<file path="src/rtl/sound_event_scheduler_if.sv">
// Handshake bundle between the game logic and the sound event scheduler.
interface sound_event_scheduler_if;
  logic       counterClk;
  logic [5:0] req;
  logic       engine_on;
  logic [3:0] engine_tone;
  logic       mute;
  logic       EnableSound;
  logic [3:0] tone;
  logic       busy;
  logic [2:0] active_id;
  logic [5:0] pending;

  modport master (
    output counterClk, req, engine_on, engine_tone, mute,
    input  EnableSound, tone, busy, active_id, pending
  );

  modport slave (
    input  counterClk, req, engine_on, engine_tone, mute,
    output EnableSound, tone, busy, active_id, pending
  );
endinterface

</file>
<file path="src/rtl/sound_event_scheduler.sv">
// Fixed-priority sound event arbiter and melody sequencer feeding the shared tone generator.
// Optional SOUND_PREEMPT_EN: a lower-index pending request aborts the melody in progress.
module sound_event_scheduler #(
  parameter int unsigned STEP_TICKS = 7,
  parameter int unsigned GAP_TICKS  = 2,
  parameter int unsigned CNT_W      = 8
) (
  input  logic                   clk,
  input  logic                   resetN,
  sound_event_scheduler_if.slave sif
);

  localparam int unsigned N_REQ  = 6;
  localparam int unsigned ID_W   = 3;
  localparam int unsigned IDX_W  = 3;
  localparam int unsigned TONE_W = 4;
  localparam logic [ID_W-1:0] NO_ID = ID_W'(7);

  typedef enum logic [1:0] {IDLE, PLAY, GAP} state_t;

  state_t             state, state_n;
  logic [N_REQ-1:0]   pend_q, pend_n;
  logic [ID_W-1:0]    id_q, id_n;
  logic [IDX_W-1:0]   note_q, note_n;
  logic [CNT_W-1:0]   tick_q, tick_n;
  logic [CNT_W-1:0]   gap_q, gap_n;
  logic               grant;
  logic [ID_W-1:0]    gnt_id;

  logic [TONE_W-1:0]  tone_q, tone_n;
  logic               en_q, en_n;
  logic               busy_q, busy_n;
  logic [ID_W-1:0]    act_q, act_n;

  // Melody note table; win/newGame share an ascending run from 6.
  function automatic logic [TONE_W-1:0] note_tone(input logic [ID_W-1:0] id,
                                                  input logic [IDX_W-1:0] idx);
    logic [TONE_W-1:0] t;
    t = '0;
    case (id)
      3'd0: begin
        case (idx)
          3'd0:    t = 4'd9;
          3'd1:    t = 4'd10;
          default: t = 4'd10 - TONE_W'(idx);
        endcase
      end
      3'd1, 3'd2: t = 4'd6 + TONE_W'(idx);
      3'd3:       t = 4'd15 - TONE_W'(idx);
      3'd4: begin
        case (idx[1:0])
          2'd0:    t = 4'd2;
          2'd1:    t = 4'd3;
          2'd2:    t = 4'd0;
          default: t = 4'd1;
        endcase
      end
      3'd5: begin
        case (idx[1:0])
          2'd0:    t = 4'd2;
          2'd1:    t = 4'd6;
          2'd2:    t = 4'd7;
          default: t = 4'd6;
        endcase
      end
      default: t = '0;
    endcase
    return t;
  endfunction

  function automatic logic [IDX_W-1:0] last_idx(input logic [ID_W-1:0] id);
    return (id <= ID_W'(1)) ? IDX_W'(7) : IDX_W'(3);
  endfunction

  function automatic logic [ID_W-1:0] lowest_set(input logic [N_REQ-1:0] p);
    logic [ID_W-1:0] r;
    r = NO_ID;
    for (int i = N_REQ - 1; i >= 0; i--) begin
      if (p[i]) r = ID_W'(i);
    end
    return r;
  endfunction

  // Next-state, arbitration and next-output decode
  always_comb begin
    state_n = state;
    pend_n  = pend_q | sif.req;
    id_n    = id_q;
    note_n  = note_q;
    tick_n  = tick_q;
    gap_n   = gap_q;
    grant   = 1'b0;
    gnt_id  = lowest_set(pend_q);

    case (state)
      IDLE: begin
        if (pend_q != '0) grant = 1'b1;
      end
      PLAY: begin
        if (sif.counterClk) begin
          if (tick_q == CNT_W'(STEP_TICKS - 1)) begin
            tick_n = '0;
            if (note_q == last_idx(id_q)) begin
              state_n = GAP;
              gap_n   = '0;
            end else begin
              note_n = note_q + IDX_W'(1);
            end
          end else begin
            tick_n = tick_q + CNT_W'(1);
          end
        end
      end
      GAP: begin
        if (sif.counterClk) begin
          if (gap_q == CNT_W'(GAP_TICKS - 1)) state_n = IDLE;
          else                                gap_n   = gap_q + CNT_W'(1);
        end
      end
      default: state_n = IDLE;
    endcase

`ifdef SOUND_PREEMPT_EN
    if (state != IDLE && gnt_id < id_q) grant = 1'b1;
`endif

    // A same-cycle request on the granted bit re-arms it
    if (grant) begin
      pend_n  = (pend_q & ~(N_REQ'(1) << gnt_id)) | sif.req;
      id_n    = gnt_id;
      note_n  = '0;
      tick_n  = '0;
      state_n = PLAY;
    end

    tone_n = '0;
    en_n   = 1'b0;
    busy_n = 1'b0;
    act_n  = NO_ID;
    case (state_n)
      IDLE: begin
        if (sif.engine_on) begin
          tone_n = sif.engine_tone;
          en_n   = 1'b1;
        end
      end
      PLAY: begin
        tone_n = note_tone(id_n, note_n);
        en_n   = 1'b1;
        busy_n = 1'b1;
        act_n  = id_n;
      end
      GAP: begin
        busy_n = 1'b1;
        act_n  = id_n;
      end
      default: ;
    endcase
  end

  always_ff @(posedge clk) begin
    if (!resetN) begin
      state  <= IDLE;
      pend_q <= '0;
      id_q   <= NO_ID;
      note_q <= '0;
      tick_q <= '0;
      gap_q  <= '0;
      tone_q <= '0;
      en_q   <= 1'b0;
      busy_q <= 1'b0;
      act_q  <= NO_ID;
    end else begin
      state  <= state_n;
      pend_q <= pend_n;
      id_q   <= id_n;
      note_q <= note_n;
      tick_q <= tick_n;
      gap_q  <= gap_n;
      tone_q <= tone_n;
      en_q   <= en_n & ~sif.mute;
      busy_q <= busy_n;
      act_q  <= act_n;
    end
  end

  assign sif.EnableSound = en_q;
  assign sif.tone        = tone_q;
  assign sif.busy        = busy_q;
  assign sif.active_id   = act_q;
  assign sif.pending     = pend_q;

endmodule
</file>
<file path="src/flat_wrapper.sv">
// flat-port wrapper written by rule: the top's interface ports become plain ports
module sound_event_scheduler_flat 
#(
  parameter int unsigned STEP_TICKS = 7,
  parameter int unsigned GAP_TICKS  = 2,
  parameter int unsigned CNT_W      = 8
)
  (clk, resetN, sif_counterClk, sif_req, sif_engine_on, sif_engine_tone, sif_mute, sif_EnableSound, sif_tone, sif_busy, sif_active_id, sif_pending);
  sound_event_scheduler_if sif_i ();
  input  logic clk;
  input  logic resetN;
  input wire logic [$bits(sif_i.counterClk)-1:0] sif_counterClk;
  input wire logic [$bits(sif_i.req)-1:0] sif_req;
  input wire logic [$bits(sif_i.engine_on)-1:0] sif_engine_on;
  input wire logic [$bits(sif_i.engine_tone)-1:0] sif_engine_tone;
  input wire logic [$bits(sif_i.mute)-1:0] sif_mute;
  output wire logic [$bits(sif_i.EnableSound)-1:0] sif_EnableSound;
  output wire logic [$bits(sif_i.tone)-1:0] sif_tone;
  output wire logic [$bits(sif_i.busy)-1:0] sif_busy;
  output wire logic [$bits(sif_i.active_id)-1:0] sif_active_id;
  output wire logic [$bits(sif_i.pending)-1:0] sif_pending;
  assign sif_i.counterClk = sif_counterClk;
  assign sif_i.req = sif_req;
  assign sif_i.engine_on = sif_engine_on;
  assign sif_i.engine_tone = sif_engine_tone;
  assign sif_i.mute = sif_mute;
  assign sif_EnableSound = sif_i.EnableSound;
  assign sif_tone = sif_i.tone;
  assign sif_busy = sif_i.busy;
  assign sif_active_id = sif_i.active_id;
  assign sif_pending = sif_i.pending;
  sound_event_scheduler #(.STEP_TICKS(STEP_TICKS), .GAP_TICKS(GAP_TICKS), .CNT_W(CNT_W)) u_core (.clk(clk), .resetN(resetN), .sif(sif_i));
endmodule
</file>
<file path="config.mk">
export PLATFORM = sky130hd
export DESIGN_NAME = sound_event_scheduler_flat
export DESIGN_NICKNAME = d
export VERILOG_FILES = /design/src/rtl/sound_event_scheduler_if.sv /design/src/rtl/sound_event_scheduler.sv /design/src/flat_wrapper.sv
export SDC_FILE = /design/constraint.sdc
export NUM_CORES = 1
export LEC_CHECK = 0
export BUFFER_PORTS_ARGS = -buffer_cell sky130_fd_sc_hd__buf_2
export CAP_MARGIN = 20
export CORE_MARGIN = 5
export CORE_UTILIZATION = 57
export DETAILED_ROUTE_END_ITERATION = 10
export HOLD_SLACK_MARGIN = 0.15
export PLACE_DENSITY = 0.81
export SYNTH_ARGS = -nofsm -noshare
export SYNTH_HDL_FRONTEND = slang
export SYNTH_SLANG_ARGS = --single-unit
</file>
<file path="constraint.sdc">
create_clock -name clk -period 3.7 [get_ports clk]
set_input_delay 0.185 -clock clk [delete_from_list [all_inputs] [get_ports clk]]
set_output_delay 0.185 -clock clk [all_outputs]
set_load 0.03 [all_outputs]
</file>
==> flow_summary.ini <==
[status]
status = completed

[synthesis]
synth.yosys.seq_area_share_pct = 36.3
ys_ff_latch = 39
post_synth_arst_share_pct = 0
netlist_area_um2 = 2150
post_synth_num_cell_types = 59
muxShareOfSynthArea_pct = 0
xor_xnor_share_of_the_synthesized_area_pct = 5.71
synth_largest_type_area_fraction_pct = 36.3
yosys-top-cells-area = dfxtp_1 36%, ha_1 7.6%, nor2_1 4.5%, xor2_1 4.5%, nand2_1 3.1%
syn_avg_cell_area_um2 = 8.80
synth_area_leader_cell = dfxtp_1
synth-warning-count = 0
syn-num-nets = 272
synthAdderAreaFrac_pct = 7.57
synth-main-ff-cell = dfxtp_1
synth_enable_flop_cells = 0
simple_gate_portion_of_the_synthesized_area_pct = 28.0
post_synth_inst_count = 244
synth_top_family_by_area = simple AND/OR/NAND/NOR gates
synth_compound_area_share_pct = 19.7

[routing]
route.final.wire_length_um = 4670
ant_nets = 0
via_count = 1908
avgRoutedWirePerCell_um = 14.1
initial_drc_count = 102
detailedRoute.firstPassIterationCount = 4
drc = 0
vias_per_cell = 5.75

[finish]
layout.cells.most_common = dfxtp_1
drive_above_1_share_pct = 18.3
final_cell_mix = 39 x dfxtp_1, 29 x buf_2, 26 x nor2_1
stdcell_area_um2 = 2530
num_antenna_cells = 0
nets = 312
area_growth_pct = 17.8
fill_cells = 301

[power_and_ir_drop]
power_frac_seq_pct = 46.6
combinationalPowerShare_pct = 17.9
pwr-share-clk_pct = 35.5
vdd.ir_drop.worst_v = 0.000191
sw_frac_of_total_pct = 28.2
power.leakage_nw = 1.03
power_report.internal_total_mw = 0.703
power.net_switching_mw = 0.276
power_density_nw_per_um2 = 387

[timing]
fin_crit_sh_pct = 86.7
timing_max_transition_violations_final = 0
actual_transition_at_the_worst_max_transition_pin_ns = 0.655
slew-limit-headroom_pct = 55.9
finalClockSkew_ns = 0.0101
fmaxAchievable_mhz = 312
rsz_0062_raised_after_global_routing = no
finalSetupTns_ns = 0
finalSetupViolations = 0
final_period_minus_worst_setup_slack_ns = 3.21
timing_hold_violations_final = 0

[cts]
ctsResizeCount = 0
tritoncts = done
post_cts.repair.setup_buffers = 0
htree_num_levels = 2
worst_setup_hold_path_clk_slew_ns = 0.08
cts_hold_buffers = 9
cts_root_buffer_type = clkbuf_8
tritoncts.num_buffers = 5
numClockSinks = 39
clkLatencyLatePin_ns = 0.30
buffer_depth_of_the_longest_clock_path = 2

[placement]
post_dp_cell_area_um2 = 2330
place.detailed.hpwl_um = 3370
place.gp.congestion = 0.999
buffer_ports.inserted = 29

[global_route]
grt_antenna_before_repair = 0
grt_pass1_wl_um = 8220
grt_start_max_net_pins = 20
grt_use_met3_pct = 6.03
busiest_metal_layer_after_global_routing = met2
global_route.usage.total_pct = 19.8
grt_pass1_vias = 1898
grt_use_met1_pct = 23.7
grt.overflow.total = 0
global_route.usage.met2_pct = 33.8

[worst_setup_path]
startpoint_type = flip-flop
worst-setup-path-type = flip-flop to flip-flop
worst-r2r-cell-count = 12
end_kind = flip-flop
cp_data_arrival_time_ns = 3.46
critical_path_peak_fanout = 6
worstPathRequired_ns = 3.95

[flow_run]
timing.max_cap.violations = 0

[die]
pin_count = 30
core.rowCount = 22
fp.dieArea_um2 = 5100
die_x_extent_um = 71.4
die-height_um = 71.4
floorplan.core_area_um2 = 3660
start_util_pct = 58.7

[hold_path]
holdCritPathClass = input port to flip-flop
worst_hold_path.num_cells = 2
[cells in the mapped netlist, drive strengths merged, types with 4 or more instances]
cell,instances
ha,13
nand4,7
a21oi,10
dfxtp,39
nand3,9
nor3,8
or3,4
o31ai,5
and2,7
nor2,27
o21a,10
xor2,11
inv,10
o21ai,10
nor2b,7
and3,5
nand2,18
clkbuf,4
[state kept, by name, summed over array words and instances (netlist names)]
name                    flops
u_core.tick_q               8
u_core.sif.busy             1
u_core.note_q               3
u_core.sif.EnableSound      1
u_core.sif.pending          6
u_core.state                2
u_core.gap_q                8
u_core.sif.active_id        3
u_core.sif.tone             4
u_core.id_q                 3
[final timing paths]
kind / slack (ns) / endpoint / from
worst max register to register: 0.49 / u_core.sif.tone[2] / u_core.tick_q[1]
worst min register to register: 0.52 / u_core.tick_q[7] / u_core.tick_q[7]
worst min-delay path: 0.21 / u_core.id_q[0] / resetN
worst max-delay path: 0.49 / u_core.sif.tone[2] / u_core.tick_q[1]
[area by class of cell]
| cell class | instances | area, µm² | share of cell area, % |
|---|---|---|---|
| clock buffer | 5 | 68.8 | 2.72 |
| clock inverter | 2 | 37.5 | 1.48 |
| inverter | 10 | 37.5 | 1.48 |
| multi-input combinational | 190 | 1310 | 51.8 |
| sequential | 39 | 781 | 30.9 |
| tap | 48 | 60.1 | 2.37 |
| timing repair buffer | 38 | 235 | 9.30 |
[kinds of logic after synthesis]
kind of cell	count (synthesis)
XOR/XNOR	14
AND/OR/NAND/NOR	108
flip-flops	39
adder cells (fa/ha/maj)	13
buffers and inverters	15
AO/OA/AOI/OAI	55
[through the flow]
stage	hold slack, ns	setup WS (ns)	std cells	util, %	power (mW)
final	0.206	0.491	332	69.1	0.979
after global routing	0.218	0.235	332	69.1	1.03
after CTS	0.207	0.532	332	69.1	0.986
after detailed placement	0.361	0.550	316	63.7	0.631
after global placement	0.349	0.684	316	63.7	0.629
after floorplan	0.261	0.857	244	-	0.585
[power by group through the flow]
stage	Clock, mW	Combinational [mW]	Sequential (mW)
2_1_floorplan	0	0.0900	0.495
5_1_grt	0.376	0.192	0.460
6_report	0.347	0.175	0.456
3_5_place_dp	0	0.166	0.466
3_3_place_gp	0	0.164	0.465
4_1_cts	0.356	0.175	0.456
[routing by layer]
| layer | routed length (µm) | part of all wire (%) |
|---|---|---|
| met5 | 0 | 0 |
| met4 | 74 | 1.6 |
| met3 | 292 | 6.3 |
| met2 | 2140 | 46 |
| met1 | 2160 | 46 |
[worst max-delay path: stages, from the launching register on]
cell	delay [ns]
dfxtp_1	0.41
ha_1	0.17
or4b_4	0.49
nor3_2	0.24
nand3_1	0.10
a21boi_0	0.53
inv_1	0.19
ha_1	0.32
nor2_1	0.18
nand3_1	0.10
o21a_1	0.12
o221ai_1	0.18
o21a_1	0.14
No activity file was read; power rests on OpenSTA's default activity.
